<file path="config.mk">
export PLATFORM = sky130hd
export DESIGN_NAME = mem_arbiter
export DESIGN_NICKNAME = d
export VERILOG_FILES = /design/src/rtl/mem_arb_pkg.sv /design/src/rtl/arb_streak_ctr.sv /design/src/rtl/mem_arbiter.sv
export SDC_FILE = /design/constraint.sdc
export NUM_CORES = 1
export LEC_CHECK = 0
export ABC_AREA = 0
export CAP_MARGIN = 25
export CORE_AREA = 2 2 134 104
export CTS_BUF_LIST = sky130_fd_sc_hd__clkbuf_8
export CTS_CLUSTER_DIAMETER = 80
export DETAILED_ROUTE_END_ITERATION = 6
export DIE_AREA = 0 0 136 106
export PLACE_DENSITY = 0.89
export SLEW_MARGIN = 20
export SYNTH_ARGS = -nofsm -noshare
export SYNTH_HDL_FRONTEND = slang
export SYNTH_SLANG_ARGS = --single-unit
</file>
<file path="constraint.sdc">
create_clock -name clock -period 2.5 [get_ports clock]
set_input_delay 0.25 -clock clock [delete_from_list [all_inputs] [get_ports clock]]
set_output_delay 0.25 -clock clock [all_outputs]
set_load 0.02 [all_outputs]
</file>
<file path="src/rtl/mem_arb_pkg.sv">
// Shared types for the mem_arbiter slice: response state, grant owner and streak sizing.
// Optional fetch fairness is enabled with the MEM_ARB_FAIR_EN macro (see mem_arbiter).
package mem_arb_pkg;

  typedef enum logic [1:0] {
    IDLE  = 2'd0,
    RD_IF = 2'd1,
    RD_D  = 2'd2,
    WR_D  = 2'd3
  } arb_state_e;

  typedef enum logic [1:0] {
    OWN_NONE = 2'd0,
    OWN_IF   = 2'd1,
    OWN_D    = 2'd2
  } owner_e;

  localparam int MAX_STREAK_DEF = 4;

  // Enough bits to hold 0..max_streak inclusive.
  function automatic int streak_width(input int max_streak);
    return (max_streak < 1) ? 1 : $clog2(max_streak + 1);
  endfunction

  localparam int STREAK_W = streak_width(MAX_STREAK_DEF);

endpackage

</file>
<file path="src/rtl/arb_streak_ctr.sv">
// Counts consecutive data grants issued while fetch is waiting and flags the limit.
// Only instantiated by mem_arbiter when MEM_ARB_FAIR_EN is defined.
module arb_streak_ctr
  import mem_arb_pkg::*;
#(
  parameter int MAX_STREAK = MAX_STREAK_DEF,
  parameter int STREAK_W   = streak_width(MAX_STREAK)
) (
  input  logic clock,
  input  logic reset_n,
  input  logic if_req,
  input  logic if_gnt,
  input  logic d_gnt,
  output logic at_limit
);

  localparam logic [STREAK_W-1:0] LIMIT = STREAK_W'(MAX_STREAK);

  logic [STREAK_W-1:0] streak_q;
  logic [STREAK_W-1:0] streak_d;

  always_comb begin
    streak_d = streak_q;
    if (!if_req || if_gnt) begin
      streak_d = '0;
    end else if (d_gnt && (streak_q != LIMIT)) begin
      streak_d = streak_q + 1'b1;
    end
  end

  always_ff @(posedge clock) begin
    if (!reset_n) begin
      streak_q <= '0;
    end else begin
      streak_q <= streak_d;
    end
  end

  assign at_limit = (streak_q == LIMIT);

endmodule

</file>
<file path="src/rtl/mem_arbiter.sv">
// Single-port RAM arbiter between fetch and load/store with 1-cycle response steering.
// Define MEM_ARB_FAIR_EN to let fetch win after MAX_STREAK back-to-back data grants.
//
// state | meaning
// IDLE  | no access issued last cycle, no response this cycle
// RD_IF | fetch read issued last cycle, return ram_rdata on if_rdata
// RD_D  | data load issued last cycle, return ram_rdata on d_rdata
// WR_D  | store issued last cycle, ack on d_valid with d_rdata = 0
module mem_arbiter
  import mem_arb_pkg::*;
#(
  parameter int ADDR_W     = 32,
  parameter int DATA_W     = 32,
  parameter int MAX_STREAK = 4
) (
  input  logic              clock,
  input  logic              reset_n,
  input  logic              if_req,
  input  logic [ADDR_W-1:0] if_addr,
  output logic              if_gnt,
  output logic              if_valid,
  output logic [DATA_W-1:0] if_rdata,
  input  logic              d_req,
  input  logic              d_we,
  input  logic [ADDR_W-1:0] d_addr,
  input  logic [DATA_W-1:0] d_wdata,
  output logic              d_gnt,
  output logic              d_valid,
  output logic [DATA_W-1:0] d_rdata,
  output logic [ADDR_W-1:0] ram_addr,
  output logic [DATA_W-1:0] ram_wdata,
  output logic              ram_we,
  input  logic [DATA_W-1:0] ram_rdata,
  output logic              stall_pc
);

  localparam logic [1:0] ST_IDLE  = IDLE;
  localparam logic [1:0] ST_RD_IF = RD_IF;
  localparam logic [1:0] ST_RD_D  = RD_D;
  localparam logic [1:0] ST_WR_D  = WR_D;

  if (MAX_STREAK < 1) begin : g_bad_max_streak
    $error("mem_arbiter: MAX_STREAK must be at least 1");
  end

  logic [1:0]        state_q, state_d;
  logic [ADDR_W-1:0] ram_addr_q, ram_addr_d;
  logic [DATA_W-1:0] if_rdata_q, if_rdata_d;
  logic [DATA_W-1:0] d_rdata_q, d_rdata_d;
  owner_e            owner;
  logic              fetch_forced;

`ifdef MEM_ARB_FAIR_EN
  logic streak_at_limit;

  arb_streak_ctr #(
    .MAX_STREAK(MAX_STREAK),
    .STREAK_W  (streak_width(MAX_STREAK))
  ) u_streak_ctr (
    .clock   (clock),
    .reset_n (reset_n),
    .if_req  (if_req),
    .if_gnt  (if_gnt),
    .d_gnt   (d_gnt),
    .at_limit(streak_at_limit)
  );

  assign fetch_forced = if_req && d_req && streak_at_limit;
`else
  assign fetch_forced = 1'b0;
`endif

  // Data wins unless the fairness limit hands this cycle to fetch.
  always_comb begin
    owner = OWN_NONE;
    if (reset_n) begin
      if (d_req && !fetch_forced) begin
        owner = OWN_D;
      end else if (if_req) begin
        owner = OWN_IF;
      end
    end
  end

  assign if_gnt   = (owner == OWN_IF);
  assign d_gnt    = (owner == OWN_D);
  assign stall_pc = reset_n && if_req && !if_gnt;

  always_comb begin
    ram_addr_d = ram_addr_q;
    ram_wdata  = '0;
    ram_we     = 1'b0;
    state_d    = ST_IDLE;
    case (owner)
      OWN_IF: begin
        ram_addr_d = if_addr;
        state_d    = ST_RD_IF;
      end
      OWN_D: begin
        ram_addr_d = d_addr;
        if (d_we) begin
          ram_wdata = d_wdata;
          ram_we    = 1'b1;
          state_d   = ST_WR_D;
        end else begin
          state_d   = ST_RD_D;
        end
      end
      default: ;
    endcase
  end

  assign ram_addr = ram_addr_d;

  // Valids are masked during reset so an in-flight read never surfaces.
  assign if_valid = reset_n && (state_q == ST_RD_IF);
  assign d_valid  = reset_n && ((state_q == ST_RD_D) || (state_q == ST_WR_D));

  always_comb begin
    if_rdata_d = if_rdata_q;
    d_rdata_d  = d_rdata_q;
    if (if_valid) begin
      if_rdata_d = ram_rdata;
    end
    if (d_valid) begin
      d_rdata_d = (state_q == ST_WR_D) ? '0 : ram_rdata;
    end
  end

  assign if_rdata = if_rdata_d;
  assign d_rdata  = d_rdata_d;

  always_ff @(posedge clock) begin
    if (!reset_n) begin
      state_q    <= ST_IDLE;
      ram_addr_q <= '0;
      if_rdata_q <= '0;
      d_rdata_q  <= '0;
    end else begin
      state_q    <= state_d;
      ram_addr_q <= ram_addr_d;
      if_rdata_q <= if_rdata_d;
      d_rdata_q  <= d_rdata_d;
    end
  end

endmodule

</file>
-- After elaboration in Yosys (flattened, before gate mapping)
Cells that the tools add are included.
- register bits: 98
- bits of input ports: 133
- output and inout bits: 134
- word-level logic and storage cells: 28
- equality and inequality tests: 5
- muxes and demuxes: 13
- reductions and logical operators: 6
- operators by type and width (operator ; number):
    32-bit two-way mux ; 5
    32-bit case mux with 2 select lines ; 1
    2-bit equality test (second input constant) ; 3
    2-bit by 1-bit equality test with 1-bit output (second input constant) ; 2
    1-bit logical AND ; 4
    1-bit two-way mux ; 4
    2-bit two-way mux ; 2
    2-bit case mux with 2 select lines ; 1
    1-bit zero test ; 1
    1-bit logical OR ; 1

-- Longest topological paths before layout
Gate-level depths: netlist (run 1).
- depth in word-level cells: 6
- depth in mapped cells: 11
- depth with buffers taken out: 7

-- Least setup slack after synthesis (run 1)
No wires, ideal clock.
- path kind: input-to-output
- start: input reset_n
- end: output ram_addr[13]
- arrival: 2020 ps
- data required time: 2250 ps
- setup slack: 230 ps
- stages: 9
- buffers on the path: 4
- path through: buf_2 clkbuf_1 nand2_1 nor2_1 ha_1 clkbuf_1 buf_2 a221oi_1 a21oi_1
- word-level cells in the longest chain between the ends: 3
- elaborated cells between the ends (all ways): 4
- classes of those cells: 2 x eq/ne; 2 x mux
- ends and longest elaborated chain (item ; RTL line ; RTL):
    start, declared ; mem_arbiter.sv:17 ; input logic reset_n,
    2-bit two-way mux ; mem_arbiter.sv:76 ; if (reset_n) begin
    2-bit by 1-bit equality test with 1-bit output ; -- ;
    named net if_gnt ; mem_arbiter.sv:20 ; output logic if_gnt,
    32-bit case mux with 2 select lines ; mem_arbiter.sv:94 ; case (owner)
    end, declared ; mem_arbiter.sv:30 ; output logic [ADDR_W-1:0] ram_addr,
The timed path passes the listed nets, and every way through them passes these cells.

-- Worst setup path after layout (run 1)
- start: input d_req
- end: output ram_wdata[15]
- word-level cells in the longest chain between the ends: 4
- ends and longest elaborated chain (item ; RTL line ; RTL):
    start, declared ; mem_arbiter.sv:23 ; input logic d_req,
    2-bit two-way mux ; mem_arbiter.sv:77 ; if (d_req && !fetch_forced) begin
    2-bit two-way mux ; mem_arbiter.sv:76 ;
    2-bit equality test ; mem_arbiter.sv:94 ;
    32-bit two-way mux ; mem_arbiter.sv:94 ;
    end, declared ; mem_arbiter.sv:31 ; output logic [DATA_W-1:0] ram_wdata,
Every way passes these cells.

==> results of run 1 <==
[cells in the mapped netlist (all sizes together)]
cell    number  share of area (%)
nand2      100                7.1
dfxtp       98                 36
inv         68                4.7
and2        66                7.7
nand2b      33                3.8
a21boi      32                4.5
a21oi       32                3.0
a221oi      32                5.2
and3        32                3.7
mux2        32                8.7
mux2i       32                6.0
o21ai       32                3.0
buf         29                3.1
clkbuf      27                1.9
ha           3               0.70
nor2         3               0.21
nor2b        1               0.12
nor3b        1               0.14
[per-layer routing]
metal	vias up	track usage (%)
li1	2637	-
met1	2429	27.89
met2	165	39.05
met3	21	7.201
met4	0	4.613
met5	-	0
[critical path, stage by stage]
cell             delay (ns)
clkdlybuf4s50_1        0.51
nand2_1                0.10
inv_1                  0.09
buf_4                  0.11
ha_1                   0.18
buf_12                 0.17
and3_1                 0.17
clkdlybuf4s50_1        0.65
[flip-flops by register name (all words and copies together), names as in the netlist]
register    flops
d_rdata_q      32
state_q         2
if_rdata_q     32
ram_addr_q     32
[how the worst max path moves through the flow]
stage / startpoint / to / cells past startpoint
3_5_place_dp: if_req / ram_addr[29] / 9
6_report: d_req / ram_wdata[15] / 8
2_1_floorplan: reset_n / ram_addr[13] / 9
3_3_place_gp: if_req / ram_addr[21] / 9
5_1_grt: d_req / ram_wdata[15] / 8
4_1_cts: if_req / ram_addr[29] / 9
[stage by stage]
| stage | worst slack (ns) | utilization, % | TNS [ns] | instance area (µm²) |
|---|---|---|---|---|
| after global routing | -0.04443 | 64.28 | -0.3223 | 8511 |
| after CTS | -0.007392 | 63.58 | -0.007392 | 8418 |
| after global placement | -0.1113 | 62.39 | -1.544 | 8260 |
| after detailed placement | -0.2229 | 62.39 | -3.944 | 8260 |
| final | 0.02251 | 64.28 | 0 | 8511 |
| after floorplan | 0.2304 | - | 0 | 5379 |
[power groups by stage]
stage	sequential, mW	combinational (mW)	clock [mW]
floorplan	1.69	0.496	0
global placement	1.69	1.06	0
detailed placement	1.69	1.08	0
CTS	1.66	1.03	1.05
global route	1.66	1.12	1.11
finish	1.66	1.04	1.02
[cells by family after synthesis]
group | Yosys count | share of synthesized area (%)
compound gates | 128 | 15.63
simple gates | 236 | 22.82
fa+ha+maj | 3 | 0.6979
flops | 98 | 36.47
mux | 64 | 14.68
buf+inv | 124 | 9.700
[cell type report]
| class | instances | area share, % |
|---|---|---|
| Timing Repair Buffer | 292 | 34.17 |
| Clock inverter | 6 | 0.7939 |
| Multi-Input combinational cell | 431 | 34.95 |
| Inverter | 68 | 2.999 |
| Tap cell | 175 | 2.573 |
| Clock buffer | 9 | 1.455 |
| Sequential cell | 98 | 23.07 |
[what timing repair did]
item / 4_1_cts / 5_1_grt
gates resized for setup: 33 / 26
hold buffers: 0 / 0
endpoints found under the setup margin: 32 / 62
==> metrics, run 1 <==
Root Buffer=clkbuf_8; FF-to-FF setup slack=0.87 ns; FF-to-FF End=if_rdata_q[2]$_SDFF_PN0_; layout cells sized above 1=10.40%; dpl cells=1064; number of buffers created by CTS=9; RR Startpoint=state_q[1]$_SDFF_PN0_; number of global-route vias before repair=5177; Setup Skew=0.007016 ns; critical path fanouts, max=34; Placeable Area=13240 µm²; TritonCTS clock tree=done; final setup vio count=0; post-synthesis average cell area=8.237 µm²; Leak=3.679 nW; Critical Path Sink Type=output pin; total grt overflow=0; #FFs+latches synth=98; maxcap violations=0; commonest non-fill, non-tap cells in the layout=clkdlybuf4s50_1, nand2_1, dfxtp_1, inv_1, and2_1; startpoint types=primary input; number of fill cells=1124; Slew @ Worst Pin=0.6023 ns; # diodes=0; length of routed met2 wiring=8125 µm; die width=136 µm; Mapped Area=5379 µm²; final hold slack=0.4049 ns; DR iter-0 viols=233; post-synth cell types=23; clk buf depth=2; wire per inst=15.59 µm; max-slew violation count=0; register area share after synthesis=36.47%; Hold WC Path Type=in -> reg; GP Congestion=0.7931; Final Critical Period=2.477 ns; Routed WL=16820 µm; Switching Power=1.094 mW; Clock H-tree levels=3; Net Sw Frac=29.45%; Final Net Count=1036; I/O pins=267; via count normalized by instance count=4.867; DRC viols=0; wl on met1=7262 µm; WP data required=2.25 ns; register area=1963 µm²; largest net degree at the start of global routing=60; Rows=37; status=finished clean; # port buffers=266; Starting Density=40.63%; Clk pwr share=27.3%; DR top layer=met4; Post-CTS Setup Inserts=0; Multi-input gate area=2974 µm²; beginning of the worst hold path=reset_n; most common cell after layout, fill and taps aside=clkdlybuf4s50_1; die area=14420 µm²; Tot Pwr=3.714 mW; via count=5252; synthesis-to-layout area growth=58.22%; wire length on met3=1221 µm; Hold Path Depth=3; synthesized instance count=653; crit share post-route=99.10%; clk sink count=98; R2R cell count=5; Seq pwr share=44.6%; Setup CP Type=in -> out; first-pass GRT wire length=26160 µm; HPWL after DPL=12270 µm; worst-skew pair later-pin latency=0.36 ns; slew margin rel.=59.84%; Max Clk Rate=403.6 MHz; Internal Power=2.621 mW; pwr/cell area=436.4 nW/µm²; synth warn=0; Comb pwr share=28.1%; syn_nets=789; maximum vdd ir drop=0.0002643 V; Final ANT Viol Nets=0; GRT Total Usage=22.72%; Worst-path clk slew=0.09 ns; Hold EP=ram_addr_q[9]$_SDFF_PN0_; final hold vios=0; initial antenna violation count=0; fin cells=1079; die height=106 µm; Crit path arrival time=2.23 ns; drt first pass iters=4
(Power assumes the default switching activity.)
==> run 2, diff against run 1 <==
SLEW_MARGIN = 25   (was 20)
==> results of run 2 <==
The final DEF is identical to that of run 1; final timing and power are the same.
